### config.mk
export PLATFORM = sky130hd
export DESIGN_NAME = instr_sequencer_flat
export DESIGN_NICKNAME = d
export VERILOG_FILES = /design/src/rtl/proc_defs_pkg.sv /design/src/rtl/instr_sequencer_if.sv /design/src/rtl/jump_cond_eval.sv /design/src/rtl/instr_sequencer.sv /design/src/flat_wrapper.sv
export SDC_FILE = /design/constraint.sdc
export NUM_CORES = 1
export LEC_CHECK = 0
export BUFFER_PORTS_ARGS = -buffer_cell sky130_fd_sc_hd__buf_2
export CELL_PAD_IN_SITES_DETAIL_PLACEMENT = 1
export CELL_PAD_IN_SITES_GLOBAL_PLACEMENT = 2
export CORE_UTILIZATION = 30
export DETAILED_ROUTE_END_ITERATION = 10
export GPL_ROUTABILITY_DRIVEN = 0
export PLACE_DENSITY = 0.8
export SLEW_MARGIN = 5
export SYNTH_ARGS = -nofsm -noshare
export SYNTH_HDL_FRONTEND = slang
export SYNTH_SLANG_ARGS = --single-unit
export TNS_END_PERCENT = 100
### constraint.sdc
create_clock -name clock -period 3.12 [get_ports clock]
set_input_delay 0.156 -clock clock [delete_from_list [all_inputs] [get_ports clock]]
set_output_delay 0.156 -clock clock [all_outputs]
set_load 0.02 [all_outputs]
### src/rtl/proc_defs_pkg.sv
// proc_defs_pkg: shared definitions for the down-sampling processor control path
//   opcodes        OP_*      instruction[15:12]
//   PC controls    PC_*      PC_control encoding (hold / increment / load jump address)
//   jump conds     JC_*      instruction[11:8] of a JMP
//   state_e                  sequencer state encoding
package proc_defs_pkg;

    localparam logic [3:0] OP_NOP   = 4'h0;
    localparam logic [3:0] OP_JMP   = 4'h1;
    localparam logic [3:0] OP_LOAD  = 4'h2;
    localparam logic [3:0] OP_STORE = 4'h3;
    localparam logic [3:0] OP_ALU   = 4'h4;
    localparam logic [3:0] OP_LDI   = 4'h5;
    localparam logic [3:0] OP_END   = 4'hF;

    localparam logic [1:0] PC_HOLD = 2'b00;
    localparam logic [1:0] PC_INC  = 2'b01;
    localparam logic [1:0] PC_JMP  = 2'b10;

    localparam logic [3:0] JC_ALWAYS = 4'h0;
    localparam logic [3:0] JC_NZ     = 4'h1;
    localparam logic [3:0] JC_Z      = 4'h2;

    typedef enum logic [3:0] {
        S_IDLE,
        S_FETCH,
        S_FWAIT,
        S_DECODE,
        S_EXEC,
        S_WBACK,
        S_MEMREQ,
        S_JUMP,
        S_PCINC,
        S_HALT
    } state_e;

endpackage

### src/rtl/instr_sequencer_if.sv
// instr_sequencer_if: control/status bundle between the sequencer and PC/IRAM/datapath
//   inputs to sequencer : start, instruction[15:0], Z_out, mem_ack
//   outputs             : PC_control[1:0], iram_en, ir_load, alu_en, alu_op[3:0],
//                         reg_we, imm_sel, mem_req, mem_we, busy, done, fault
//   master = sequencer side, slave = datapath side
interface instr_sequencer_if;

    logic        start;
    logic [15:0] instruction;
    logic        Z_out;
    logic        mem_ack;
    logic [1:0]  PC_control;
    logic        iram_en;
    logic        ir_load;
    logic        alu_en;
    logic [3:0]  alu_op;
    logic        reg_we;
    logic        imm_sel;
    logic        mem_req;
    logic        mem_we;
    logic        busy;
    logic        done;
    logic        fault;

    modport master (
        input  start, instruction, Z_out, mem_ack,
        output PC_control, iram_en, ir_load, alu_en, alu_op, reg_we, imm_sel,
               mem_req, mem_we, busy, done, fault
    );

    modport slave (
        output start, instruction, Z_out, mem_ack,
        input  PC_control, iram_en, ir_load, alu_en, alu_op, reg_we, imm_sel,
               mem_req, mem_we, busy, done, fault
    );

endinterface

### src/rtl/jump_cond_eval.sv
// jump_cond_eval: combinational jump-condition resolver
//   cond_i  [COND_W-1:0]  condition field of the JMP instruction
//   z_i                   ALU zero flag
//   taken_o               1 when the jump is taken (unknown conditions are never taken)
module jump_cond_eval
    import proc_defs_pkg::*;
#(
    parameter int COND_W = 4
) (
    input  logic [COND_W-1:0] cond_i,
    input  logic              z_i,
    output logic              taken_o
);

    always_comb begin
        taken_o = (cond_i == COND_W'(JC_ALWAYS)) ? 1'b1 :
                  (cond_i == COND_W'(JC_NZ))     ? !z_i :
                  (cond_i == COND_W'(JC_Z))      ? z_i  : 1'b0;
    end

endmodule

### src/rtl/instr_sequencer.sv
// instr_sequencer: multi-cycle fetch/decode/execute control unit
//   clock      rising-edge clock
//   reset_n    synchronous active-low reset
//   bus        instr_sequencer_if.master: start/instruction/Z_out/mem_ack in,
//              PC_control, IRAM/IR strobes, ALU/regfile/memory strobes, busy/done/fault out
//   MEM_TMO    data-memory wait cycles before the fault trap (0 disables)
module instr_sequencer
    import proc_defs_pkg::*;
#(
    parameter int OPC_W   = 4,
    parameter int COND_W  = 4,
    parameter int MEM_TMO = 255
) (
    input logic               clock,
    input logic               reset_n,
    instr_sequencer_if.master bus
);

    localparam int TMO_W = (MEM_TMO > 1) ? $clog2(MEM_TMO + 1) : 1;

    state_e             state_q, state_d;
    logic [15:8]        ir_q;
    logic [TMO_W-1:0]   tmo_q;
    logic               done_q;
    logic               fault_q;
    logic [OPC_W-1:0]   opc;
    logic [COND_W-1:0]  cond;
    logic               is_nop, is_jmp, is_ld, is_st, is_alu, is_ldi, is_end, illegal;
    logic               taken;
    logic               tmo_hit;

    // Only the opcode and cond/func fields are needed here; the low byte goes to the datapath.
    assign opc     = ir_q[15 -: OPC_W];
    assign cond    = ir_q[11 -: COND_W];
    assign is_nop  = opc == OPC_W'(OP_NOP);
    assign is_jmp  = opc == OPC_W'(OP_JMP);
    assign is_ld   = opc == OPC_W'(OP_LOAD);
    assign is_st   = opc == OPC_W'(OP_STORE);
    assign is_alu  = opc == OPC_W'(OP_ALU);
    assign is_ldi  = opc == OPC_W'(OP_LDI);
    assign is_end  = opc == OPC_W'(OP_END);
    assign illegal = !(is_nop || is_jmp || is_ld || is_st || is_alu || is_ldi || is_end);

    // tmo_q counts MEMREQ cycles already spent; the trap fires on the MEM_TMO-th unacked one.
    assign tmo_hit = (MEM_TMO != 0) && (32'(tmo_q) + 32'd1 == 32'(MEM_TMO));

    jump_cond_eval #(.COND_W(COND_W)) u_jce (
        .cond_i  (cond),
        .z_i     (bus.Z_out),
        .taken_o (taken)
    );

    always_comb begin
        state_d = state_q;
        case (state_q)
            S_IDLE:   state_d = bus.start ? S_FETCH : S_IDLE;
            S_FETCH:  state_d = S_FWAIT;
            S_FWAIT:  state_d = S_DECODE;
            S_DECODE: state_d = is_nop          ? S_PCINC  :
                                is_jmp          ? S_JUMP   :
                                (is_ld || is_st) ? S_MEMREQ :
                                is_alu          ? S_EXEC   :
                                is_ldi          ? S_WBACK  : S_HALT;
            S_EXEC:   state_d = S_PCINC;
            S_WBACK:  state_d = S_PCINC;
            S_MEMREQ: state_d = bus.mem_ack ? (is_ld ? S_WBACK : S_PCINC) :
                                tmo_hit     ? S_HALT : S_MEMREQ;
            S_JUMP:   state_d = S_FETCH;
            S_PCINC:  state_d = S_FETCH;
            S_HALT:   state_d = S_HALT;
            default:  state_d = S_IDLE;
        endcase
    end

    always_ff @(posedge clock) begin
        if (!reset_n) begin
            state_q <= S_IDLE;
            ir_q    <= '0;
            tmo_q   <= '0;
            done_q  <= 1'b0;
            fault_q <= 1'b0;
        end else begin
            state_q <= state_d;
            if (state_q == S_FWAIT) ir_q <= bus.instruction[15:8];
            tmo_q   <= (state_q == S_MEMREQ) ? tmo_q + 1'b1 : '0;
            done_q  <= (state_q == S_DECODE) && is_end;
            fault_q <= fault_q || ((state_q == S_DECODE) && illegal) ||
                       ((state_q == S_MEMREQ) && !bus.mem_ack && tmo_hit);
        end
    end

    // Z_out is looked at only while in JUMP, so only taken jumps produce PC_JMP.
    assign bus.PC_control = (state_q == S_PCINC) ? PC_INC :
                            (state_q == S_JUMP)  ? (taken ? PC_JMP : PC_INC) : PC_HOLD;
    assign bus.iram_en    = state_q == S_FETCH;
    assign bus.ir_load    = state_q == S_FWAIT;
    assign bus.alu_en     = state_q == S_EXEC;
    assign bus.alu_op     = is_alu ? 4'(cond) : 4'b0;
    assign bus.reg_we     = state_q == S_WBACK;
    assign bus.imm_sel    = (state_q == S_WBACK) && is_ldi;
    assign bus.mem_req    = state_q == S_MEMREQ;
    assign bus.mem_we     = (state_q == S_MEMREQ) && is_st;
    assign bus.busy       = (state_q != S_IDLE) && (state_q != S_HALT);
    assign bus.done       = done_q;
    assign bus.fault      = fault_q;

endmodule

### src/flat_wrapper.sv
// flat-port wrapper written by rule: the top's interface ports become plain ports
module instr_sequencer_flat import proc_defs_pkg::*;
#(
    parameter int OPC_W   = 4,
    parameter int COND_W  = 4,
    parameter int MEM_TMO = 255
)
  (clock, reset_n, bus_start, bus_instruction, bus_Z_out, bus_mem_ack, bus_PC_control, bus_iram_en, bus_ir_load, bus_alu_en, bus_alu_op, bus_reg_we, bus_imm_sel, bus_mem_req, bus_mem_we, bus_busy, bus_done, bus_fault);
  instr_sequencer_if bus_i ();
  input logic clock;
  input logic reset_n;
  input wire logic [$bits(bus_i.start)-1:0] bus_start;
  input wire logic [$bits(bus_i.instruction)-1:0] bus_instruction;
  input wire logic [$bits(bus_i.Z_out)-1:0] bus_Z_out;
  input wire logic [$bits(bus_i.mem_ack)-1:0] bus_mem_ack;
  output wire logic [$bits(bus_i.PC_control)-1:0] bus_PC_control;
  output wire logic [$bits(bus_i.iram_en)-1:0] bus_iram_en;
  output wire logic [$bits(bus_i.ir_load)-1:0] bus_ir_load;
  output wire logic [$bits(bus_i.alu_en)-1:0] bus_alu_en;
  output wire logic [$bits(bus_i.alu_op)-1:0] bus_alu_op;
  output wire logic [$bits(bus_i.reg_we)-1:0] bus_reg_we;
  output wire logic [$bits(bus_i.imm_sel)-1:0] bus_imm_sel;
  output wire logic [$bits(bus_i.mem_req)-1:0] bus_mem_req;
  output wire logic [$bits(bus_i.mem_we)-1:0] bus_mem_we;
  output wire logic [$bits(bus_i.busy)-1:0] bus_busy;
  output wire logic [$bits(bus_i.done)-1:0] bus_done;
  output wire logic [$bits(bus_i.fault)-1:0] bus_fault;
  assign bus_i.start = bus_start;
  assign bus_i.instruction = bus_instruction;
  assign bus_i.Z_out = bus_Z_out;
  assign bus_i.mem_ack = bus_mem_ack;
  assign bus_PC_control = bus_i.PC_control;
  assign bus_iram_en = bus_i.iram_en;
  assign bus_ir_load = bus_i.ir_load;
  assign bus_alu_en = bus_i.alu_en;
  assign bus_alu_op = bus_i.alu_op;
  assign bus_reg_we = bus_i.reg_we;
  assign bus_imm_sel = bus_i.imm_sel;
  assign bus_mem_req = bus_i.mem_req;
  assign bus_mem_we = bus_i.mem_we;
  assign bus_busy = bus_i.busy;
  assign bus_done = bus_i.done;
  assign bus_fault = bus_i.fault;
  instr_sequencer #(.OPC_W(OPC_W), .COND_W(COND_W), .MEM_TMO(MEM_TMO)) u_core (.clock(clock), .reset_n(reset_n), .bus(bus_i));
endmodule
==> run_results.csv <==
group,metric,value,unit
power,leakage,0.000590,uW
setup_path,cp-start-kind,"flop",
clock_tree,post_cts_buffers,0,
final_layout,nFillCells,524,
floorplanning,io_pins,37,
clock_tree,clk_pin_slew_worst_paths,0.08,ns
clock_tree,cts_root_buffer,"clkbuf_8",
sta,finalSetupViolCount,0,
logic_synthesis,synth_cell_types,46,
setup_path,slowest_stage,"dfxtp_1",
sta,fin_worst_skew,0.00942,ns
grt,grt-ovfl-total,0,
logic_synthesis,synth_edf_count,0,
logic_synthesis,netlist.area_leader.share,0.331,
grt,antenna_found_initial,0,
sta,finalCritPeriodShare,0.673,
clock_tree,cts_tree,"done",
sta,tns,0,ns
grt,grt_first_pass_wirelength,6130,um
setup_path,crit_chain,"inv_1, nand3_1, clkinv_1, buf_2",
final_layout,num_antenna_cells,0,
sta,whs,0.130,ns
logic_synthesis,synth.area.top_cells,"dfxtp_1, nand2_1, nor2_1",
detailed_routing,firstDrtPassIters,4,
detailed_routing,drc,0,
hold_path,hold_path_class,"input pin to flop",
detailed_routing,drt_iter0_drc,57,
setup_path,cpPeakStageDelay,0.59,ns
floorplanning,fp.dieW,68.6,um
setup_path,crit_type,"flop to primary output",
grt,grt_pass1_vias,1314,
sta,max_freq,476,MHz
final_layout,final_nets,217,
grt,track_usage,0.173,
floorplanning,dieArea,4710,um^2
clock_tree,holdBufCountCts,0,
final_layout,stdcell_area,1520,um^2
logic_synthesis,yosys.area.top_type,"dfxtp_1",
clock_tree,cts_buffers,3,
clock_tree,clkLatencyLatePin,0.26,ns
final_layout,stdcell_count,242,
clock_tree,cts_resized,0,
power,irDropWorstVdd,0.211,mV
setup_path,crit_fanout,13,
final_layout,regArea,440,um^2
clock_tree,cts.sinks,22,
place,dpl_cell_area,1480,um^2
final_layout,layout_commonest_cell,"nand2_1",
final_layout,multi_input_area,805,um^2
detailed_routing,routedWlPerCell,14.6,um
setup_path,cp.required,2.96,ns
logic_synthesis,synth-main-ff-cell,"dfxtp_1",
logic_synthesis,yosys_register_bits,22,
sta,rsz0062_at_grt,"no",
place,io_buffer_count,28,
detailed_routing,via_per_inst,5.25,
logic_synthesis,synth_nets,190,
logic_synthesis,postSynthCellCount,167,
detailed_routing,antenna_left,0,
run,cap_viol_max_count,0,
sta,worst_pin_slew,0.447,ns
clock_tree,cts_max_level,1,
sta,slew_headroom,0.702,
logic_synthesis,async_reset_ff_frac,0,
floorplanning,placementRows,23,
sta,slew_viol_final,0,
detailed_routing,routed_wl,3530,um
logic_synthesis,synth_area,1330,um^2
final_layout,area_growth,14.4,%
setup_path,endpoint_kind,"primary output",
floorplanning,die_h,68.6,um
grt,grt_max_degree,15,
power,cellPowerDensity,378,nW/um^2
setup_path,cp.arrival,1.94,ns
final_layout,layout_common_cells,"nand2_1, buf_2, dfxtp_1, nor2_1",
logic_synthesis,yosysSeqAreaShare,0.331,
sta,hold_violations,0,
clock_tree,clock_path_buffers,2,
run_status,outcome,"complete, no violations",
detailed_routing,num_vias,1271,
floorplanning,placeableCoreArea,4120,um^2
floorplanning,start_util,0.324,
place,dp.cells,239,
place,dp_hpwl,2740,um
final_layout,drive_above_1_share,0.203,
sta,fin_crit,2.10,ns
logic_synthesis,syn_avg_cell_area,7.97,um^2
logic_synthesis,synth_warnings,0,
==> cell usage after synthesis, types with 3 or more instances <==
| cell type | instances |
|---|---|
| and2_1 | 4 |
| a21o_1 | 3 |
| nand3_1 | 4 |
| o21ai_0 | 4 |
| inv_1 | 8 |
| nor3_1 | 5 |
| xor2_1 | 5 |
| a21boi_0 | 8 |
| nand2_1 | 29 |
| nor2_1 | 18 |
| nand2b_1 | 3 |
| nand4b_1 | 3 |
| nand4_1 | 3 |
| a21oi_1 | 8 |
| dfxtp_1 | 22 |
==> cell families (layout without fill, tap and decap cells) <==
kind of cell	after synthesis	in the layout	share of synthesized area
DFF	22	22	0.331
AOI/OAI and AO/OA	35	35	0.187
adders and majority gates	2	2	0.0188
muxes	2	2	0.0150
and+or+nand+nor	84	84	0.337
buffers and inverters	15	40	0.0648
xor gates and xnor gates	7	7	0.0461
==> per-stage QoR <==
| stage | total power, uW | setup WS (ns) | utilization |
|---|---|---|---|
| after floorplan | 377 | 1.15 | - |
| after global routing | 605 | 0.847 | 0.370 |
| after global placement | 398 | 1.16 | 0.360 |
| after CTS | 580 | 0.992 | 0.370 |
| final | 575 | 1.02 | 0.370 |
| after detailed placement | 405 | 1.10 | 0.360 |
==> worst max-delay path: cells and delay by family (launching register included) <==
family | cells | cell delay [ns]
DFF | 1 | 0.59
buffers and inverters | 3 | 0.73
and+or+nand+nor | 1 | 0.36
==> area by class of cell <==
cell class	count	share of cell area
sequential	22	0.289
clock buffer	3	0.0271
timing repair buffer	28	0.0920
multi-input combinational	130	0.528
inverter	9	0.0222
tap	50	0.0411
==> power breakdown <==
part / internal [uW] / switching (uW) / leakage [uW] / total, uW
logic: 35.3 / 50.9 / 0.000391 / 86.2
registers: 291 / 19.7 / 0.000178 / 310
clock network: 86.2 / 92.4 / 0.0000216 / 179
total: 412 / 163 / 0.000590 / 575
==> worst paths after layout <==
kind                     startpoint                end  slack [ns]  depth (start not counted)
hold reg to reg      u_core.ir_q[8]     u_core.ir_q[8]        0.49                          2
hold / removal          bus_mem_ack   u_core.bus.fault        0.13                          2
setup / recovery  u_core.state_q[0]        bus_ir_load        1.02                          4
setup reg to reg    u_core.tmo_q[0]  u_core.state_q[1]        1.09                          6
==> state kept, by name, indices dropped and copies added, names as in the netlist <==
name,flops
u_core.bus.done,1
u_core.bus.fault,1
u_core.ir_q,8
u_core.state_q,4
u_core.tmo_q,8
==> per-layer routing <==
metal	wire (um)	up-vias	GRT usage
li1	-	641	-
met1	1680	601	0.219
met2	1690	22	0.299
met3	105	7	0.0280
met4	53	0	0.0521
met5	0	-	0
Note: power is estimated with default switching activity, not from simulation.
